--- config.mk ---
export PLATFORM = sky130hd
export DESIGN_NAME = wb_regfile
export DESIGN_NICKNAME = d
export VERILOG_FILES = /design/src/rtl/wb_regfile.sv
export SDC_FILE = /design/constraint.sdc
export NUM_CORES = 2
export LEC_CHECK = 0
export BUFFER_PORTS_ARGS = -buffer_cell sky130_fd_sc_hd__buf_2
export CORE_UTILIZATION = 45
export DETAILED_ROUTE_END_ITERATION = 6
export SLEW_MARGIN = 20
export SYNTH_ARGS = -nofsm -noshare
export SYNTH_HDL_FRONTEND = slang
export SYNTH_SLANG_ARGS = --single-unit
export TNS_END_PERCENT = 5
--- constraint.sdc ---
create_clock -name clk -period 2.8 [get_ports clk]
set_input_delay 0.14 -clock clk [delete_from_list [all_inputs] [get_ports clk]]
set_output_delay 0.14 -clock clk [all_outputs]
set_load 0.1 [all_outputs]
--- src/rtl/wb_regfile.sv ---
// ---------------------------------------------------------------------------
// wb_regfile
// Write-back stage and architectural register file of the 5-stage pipeline.
// Picks the write-back value (load data or ALU result), commits it to a
// 2**ADDR_W entry register file, and serves the two ID-stage read ports with
// a same-cycle write-to-read bypass. It also keeps a registered record of the
// last committed write and a counter of committed writes for debug.
//
// Ports:
//   clk           rising-edge clock
//   rst           asynchronous active-low reset
//   MemtoReg_i    1 = write back dmem_rdata_i, 0 = write back ALUoutput_i
//   RegWrite_i    write-back enable from MEM/WB
//   dmem_rdata_i  load data from MEM/WB
//   ALUoutput_i   ALU result from MEM/WB
//   reg_dst_i     destination register index
//   rs_addr_i     read port A index
//   rt_addr_i     read port B index
//   rs_data_o     read port A data (combinational, bypassed)
//   rt_data_o     read port B data (combinational, bypassed)
//   wb_data_o     selected write-back data (combinational)
//   last_dst_o    index of the last committed write
//   last_data_o   data of the last committed write
//   wb_count_o    committed writes since reset, wraps modulo 2**CNT_W
// ---------------------------------------------------------------------------
module wb_regfile #(
    parameter int DATA_W = 32,
    parameter int ADDR_W = 5,
    parameter int CNT_W  = 32
) (
    input  logic              clk,
    input  logic              rst,
    input  logic              MemtoReg_i,
    input  logic              RegWrite_i,
    input  logic [DATA_W-1:0] dmem_rdata_i,
    input  logic [DATA_W-1:0] ALUoutput_i,
    input  logic [ADDR_W-1:0] reg_dst_i,
    input  logic [ADDR_W-1:0] rs_addr_i,
    input  logic [ADDR_W-1:0] rt_addr_i,
    output logic [DATA_W-1:0] rs_data_o,
    output logic [DATA_W-1:0] rt_data_o,
    output logic [DATA_W-1:0] wb_data_o,
    output logic [ADDR_W-1:0] last_dst_o,
    output logic [DATA_W-1:0] last_data_o,
    output logic [CNT_W-1:0]  wb_count_o
);

    localparam int DEPTH = 2 ** ADDR_W;

    logic [DEPTH-1:0][DATA_W-1:0] r_regs;
    logic [ADDR_W-1:0]            r_lastDst;
    logic [DATA_W-1:0]            r_lastData;
    logic [CNT_W-1:0]             r_wbCount;

    logic [DATA_W-1:0]            w_wbData;
    logic                         w_commit;

    assign w_wbData = MemtoReg_i ? dmem_rdata_i : ALUoutput_i;

    // A write to r0 is dropped entirely, and nothing commits while reset is
    // held; this single qualifier gates storage, last_* and the counter, so an
    // X on MemtoReg_i with RegWrite_i low never reaches state.
    assign w_commit = rst && RegWrite_i && (reg_dst_i != '0);

    // Register file plus debug record. r0 is never written, so it stays at its
    // reset value of zero.
    always_ff @(posedge clk or negedge rst) begin
        if (!rst) begin
            r_regs     <= '0;
            r_lastDst  <= '0;
            r_lastData <= '0;
            r_wbCount  <= '0;
        end else if (w_commit) begin
            r_regs[reg_dst_i] <= w_wbData;
            r_lastDst         <= reg_dst_i;
            r_lastData        <= w_wbData;
            r_wbCount         <= r_wbCount + CNT_W'(1);
        end
    end

    // Read port A: zero during reset and for r0, otherwise the value being
    // committed this cycle wins over the stored one so ID sees it immediately.
    always_comb begin
        rs_data_o = r_regs[rs_addr_i];
        if (!rst || (rs_addr_i == '0)) begin
            rs_data_o = '0;
        end else if (w_commit && (rs_addr_i == reg_dst_i)) begin
            rs_data_o = w_wbData;
        end
    end

    // Read port B: same rule as port A.
    always_comb begin
        rt_data_o = r_regs[rt_addr_i];
        if (!rst || (rt_addr_i == '0)) begin
            rt_data_o = '0;
        end else if (w_commit && (rt_addr_i == reg_dst_i)) begin
            rt_data_o = w_wbData;
        end
    end

    assign wb_data_o   = w_wbData;
    assign last_dst_o  = r_lastDst;
    assign last_data_o = r_lastData;
    assign wb_count_o  = r_wbCount;

endmodule

After elaboration in Yosys (flattened, before gate mapping). Index checks and enable logic that the tools add are counted.

Add/subtract/negate cells: 1. Magnitude comparators: 4. Reduce and logical (&&, ||, !) cells: 11. Multiplexer cells: 12. Eq/ne operators: 2.

Operators by type and width (count): $bwmux 1024 (1); $bmux 32 s5 (2); $mux 32 (8); $demux 32 s5 (1); $add 32x1->32 const B (1); $lt 5x6->1 const B (3); $eq 5x5->1 (2); $logic_not 5->1 (2); $ge 5x1->1 const B (1); $logic_and 1x1->1 (5); $reduce_bool 5->1 (1); $logic_or 1x1->1 (2); $logic_not 1->1 (1).

Register bits after elaboration: 1093. Output and inout port bits: 165. Input bits: 83.

Longest topological paths before layout.
Depth after elaboration: 5. Gate-level depth with buffers: 10. Depth with buffers taken out: 5.

Worst setup path before layout. No wires, ideal clock.

Path type: input to output. Start point: in rs_addr_i[1]. End point: out rs_data_o[0]. Stages on the path: 8. Arrival time: 3.105 ns. Data required time: 2.660 ns. Slack: -0.445 ns. Cell sequence: buf_2 > buf_4 > buf_2 > buf_1 > mux4_2 > a22oi_1 > a21boi_0 > o221ai_1.

Longest elaborated chain between the ends: 4. Elaborated cells on any way between the ends: 8. Classes of those cells: eq/ne: 1; mux: 4; reduce/logical: 3.

Ends and longest elaborated chain: start, declared (RTL line 38) `input logic [ADDR_W-1:0] rs_addr_i,`; $bmux 32 s5 or $eq 5x5->1 (tied branches) (RTL line 84, 87); $mux 32 (implied by the code) or $logic_and 1x1->1 (tied branches) (RTL line 84, 87); $mux 32 (RTL line 87) `end else if (w_commit && (rs_addr_i == reg_dst_i)) begin`; $mux 32 (*) (RTL line 85) `if (!rst || (rs_addr_i == '0)) begin`; end, declared (RTL line 40) `output logic [DATA_W-1:0] rs_data_o,`.

Every way passes the cells marked *; elsewhere a longest branch is shown, timed or not. The select of a mux whose other input is x is not followed.

Worst setup path after layout.
Start point: reg r_regs[281] (netlist name). End point: out rs_data_o[25].

Longest elaborated chain between the ends: 4.

Ends and longest elaborated chain: start, declared (RTL line 50) `logic [DEPTH-1:0][DATA_W-1:0] r_regs;`; start signal, assigned by index (RTL line 74) `r_regs[reg_dst_i] <= w_wbData;`; $bmux 32 s5 (RTL line 84) `rs_data_o = r_regs[rs_addr_i];`; $mux 32 (implied by the code) (RTL line 84); $mux 32 (RTL line 87); $mux 32 (RTL line 85).

No other way between the ends. The select of a mux whose other input is x is not followed.

==> flow_summary_export.csv <==
group,metric,value,unit
run_status,status,"finished, violations left",
run_status,violations,"setup timing",
final_layout,drive_above_1_share,0.2787,
timing,rsz0062_at_grt,"true",
final_layout,syn_to_final_growth,19.19,%
synth,ys.flop_type,"dfrtp_1",
setup_path,path_buf_inv,1,
timing,slew_viol_final,0,
setup_path,path_delay_family,"multiplexers",
power,ir_drop,0.5009,mV
setup_path,worst-r2r-setup-slack,0.16,ns
synth,yosys.area.top_type,"dfrtp_1",
setup_path,start_kind,"register",
final_layout,final_nets,5144,
clock_tree,clock_sinks,1093,
synth,synth_most_common_cell,"dfrtp_1",
setup_path,r2r_cells,7,
floorplanning,start_util,0.4531,
synth,syn_nets,4943,
synth,synth.avg_cell_area,11.53,um^2
synth,ys_warn_count,0,
timing,setup_viol,24,
routing,drtIter0Drc,4913,
hold_path,hp-class,"input port to register",
routing,wire_per_inst,27.45,um
placed_design,portBuffers,247,
timing,finalHoldViolations,0,
global_route,grt_remaining_overflow,0,
global_route,grt_pass1_wl,279.4,mm
final_layout,seq_area,27350,um^2
power,power_density,723.5,nW/um^2
floorplanning,ios,248,
clock_tree,cts-root-buf,"clkbuf_16",
placed_design,gp_congestion,0.8695,
routing,ant_nets,0,
synth,synth_area,56020,um^2
clock_tree,clk_path_buf_depth,3,
clock_tree,cts_tree,"done",
hold_path,holdCritStartpoint,"dmem_rdata_i[28]",
synth,synth_top_area_share,0.4882,
job,cap_violations,0,
global_route,grt_start_max_net_pins,194,
setup_path,endpoint,"rs_data_o[25]",
setup_path,cp_slowest_cell,"mux4_2",
floorplanning,die_w,354.8,um
synth,synth-edff-count,0,
timing,worstMarginPinSlew,0.9422,ns
placed_design,dpl.cell_count,6516,
setup_path,crit_start,"r_regs[281]",
routing,drtPass1Iterations,5,
global_route,grt_usage,0.2993,
synth,ys_types,50,
routing,drcViolationCount,0,
floorplanning,dieArea,125900,um^2
final_layout,final_cell_area,66770,um^2
setup_path,worstPathMaxFanout,3,
routing,route.vias.total,42130,
timing,fin_crit_sh,1.081,
timing,relSlewSlack,0.3706,
final_layout,instances_no_fill,6799,
routing,drt-total-wl,186.6,mm
clock_tree,cts_buffers,113,
synth,ys_top_cells_by_count,"dfrtp_1 (1,093), nor2_1 (759), a21oi_1 (745)",
setup_path,r2r_end,"wb_count_o[21]",
timing,fmax,330.3,MHz
global_route,grt_pass1_vias,41890,
final_layout,multi_input_area,27220,um^2
synth,ys_seq_area_frac,0.4882,
routing,routed_via_density,6.196,
synth,ys_seq_elements,1093,
setup_path,cp.depth,5,
setup_path,r2r-start,"wb_count_o[2]",
clock_tree,clk_latency,0.72,ns
setup_path,path_cells,"mux4_2 -> mux4_2 -> nor2b_1 -> a311o_1 -> buf_12",
setup_path,critical_path.endpoint_type,"output pin",
timing,period_needed,3.028,ns
setup_path,critPathMostFrequentCell,"mux4_2",
synth,synthArstFlopShare,1.000,
floorplanning,rows,129,
placed_design,dpl_cell_area,62070,um^2
timing,postLayoutSetupSlackWorst,-0.2278,ns
placed_design,post-dp-hpwl,119.2,mm
setup_path,critPathKind,"register to output pin",
timing,clock-skew-final,0.009518,ns
global_route,antenna_found_initial,11,
final_layout,n_fill_cell,10580,
setup_path,required,2.66,ns
floorplanning,fp.dieH,354.8,um
clock_tree,path_clk_slew,0.06,ns
power,p_leak,28.36,nW
clock_tree,htreeDepth,3,
setup_path,arrival,2.89,ns
setup_path,max_stage_delay,0.54,ns
synth,postSynthCellCount,4859,
floorplanning,coreArea,123600,um^2
synth,synthTopCellsByArea,"dfrtp_1 (49%), mux4_2 (23%), a21oi_1 (6.7%)",
timing repair:
item                                    4_1_cts  5_1_grt
hold buffers                                 64        0
endpoints found under the hold margin       447        0
buffers inserted                              1        0
cloned                                        0        0
gates resized for setup                      37       17
pin swaps                                    21        4
endpoints found under the setup margin       50      281
layout by cell type, fill, tap and decap left out, drive strengths merged, types with 3 or more instances in the layout:
cell type | Yosys | layout
dfrtp | 1093 | 1093
nor2 | 759 | 759
a21oi | 745 | 745
mux4 | 569 | 569
buf | 121 | 542
nand2 | 329 | 329
o21ai | 296 | 296
clkbuf | 400 | 163
mux2i | 73 | 73
dlygate4sd3 | 0 | 63
nand2b | 53 | 53
nor2b | 44 | 44
mux2 | 38 | 38
inv | 34 | 37
a22oi | 32 | 32
a211o | 32 | 32
a211oi | 31 | 31
xnor2 | 30 | 30
clkinv | 0 | 30
o221ai | 30 | 30
o211ai | 28 | 28
a21boi | 25 | 25
nor4 | 17 | 17
nand3 | 14 | 14
nand4 | 13 | 13
xor2 | 11 | 11
bufinv | 0 | 9
a311o | 8 | 8
clkinvlp | 0 | 7
diode | 0 | 6
and3 | 5 | 5
and4 | 4 | 4
or2 | 3 | 3
layout make-up:
cell class / count / area share
flip-flops and latches: 1093 / 0.4096
inverters: 34 / 0.001911
multi-input cells: 3211 / 0.4077
clock inverters: 49 / 0.008132
diodes: 6 / 0.0002249
clock buffers: 162 / 0.04859
well taps: 1637 / 0.03067
repair buffers: 607 / 0.09320
layer usage:
metal / share of wire / GRT usage
met1: 0.42 / 0.4271
met5: 0.00019 / 0
met3: 0.093 / 0.06656
met2: 0.46 / 0.4540
met4: 0.035 / 0.1041
where the power goes:
part / switching, W / total, W / internal (W)
Clock: 0.00662 / 0.0155 / 0.00889
Sequential: 0.00215 / 0.0207 / 0.0185
Combinational: 0.00663 / 0.0121 / 0.00549
Total: 0.0154 / 0.0483 / 0.0329
worst register-to-register path, cell delays in order, from the launching register on:
cell and delay (ns):
dfrtp_1 0.47, nand4_1 0.54, a2111oi_4 0.52, buf_4 0.29
nor3b_1 0.23, buf_4 0.16, and4_1 0.20, xor2_1 0.15
cell families (layout without fill, tap and decap cells):
logic type | after synthesis | in the layout | share of synthesized area
simple gates | 1253 | 1253 | 0.09387
mux | 680 | 680 | 0.2494
fa+ha+maj | 1 | 1 | 0.0002233
compound gates | 1236 | 1236 | 0.1213
buf+inv | 555 | 852 | 0.04054
xor+xnor | 41 | 41 | 0.006410
other cells | 0 | 6 | 0
flops | 1093 | 1093 | 0.4882
flip-flops by register name, summed over array words and instances, names as in the netlist:
| name | cells |
|---|---|
| last_dst_o | 5 |
| last_data_o | 32 |
| r_regs | 1024 |
| wb_count_o | 32 |
per-stage QoR:
| step | hold slack [ns] | setup TNS (ns) | power [W] | setup slack (ns) | util |
|---|---|---|---|---|---|
| 2_1_floorplan | -0.1556 | -17.09 | 0.02878 | -0.4448 | - |
| 3_5_place_dp | -0.03379 | -0.06885 | 0.03274 | -0.06885 | 0.5020 |
| 3_3_place_gp | -0.03344 | -0.04971 | 0.03234 | -0.04971 | 0.5020 |
| 4_1_cts | 0.002799 | -3.593 | 0.04843 | -0.2395 | 0.5391 |
| 5_1_grt | 0.04389 | -4.196 | 0.05033 | -0.2612 | 0.5400 |
| 6_report | 0.04355 | -2.414 | 0.04831 | -0.2278 | 0.5401 |
how the worst min path moves through the flow:
stage,to,slack [ns],cells past startpoint
after CTS,r_regs[185],0.003,4
after floorplan,last_data_o[0],-0.16,0
after global routing,r_regs[185],0.04,4
after detailed placement,r_regs[687],-0.03,1
final,r_regs[476],0.04,4
after global placement,r_regs[687],-0.03,1
Power figures use the tool's default switching activity.
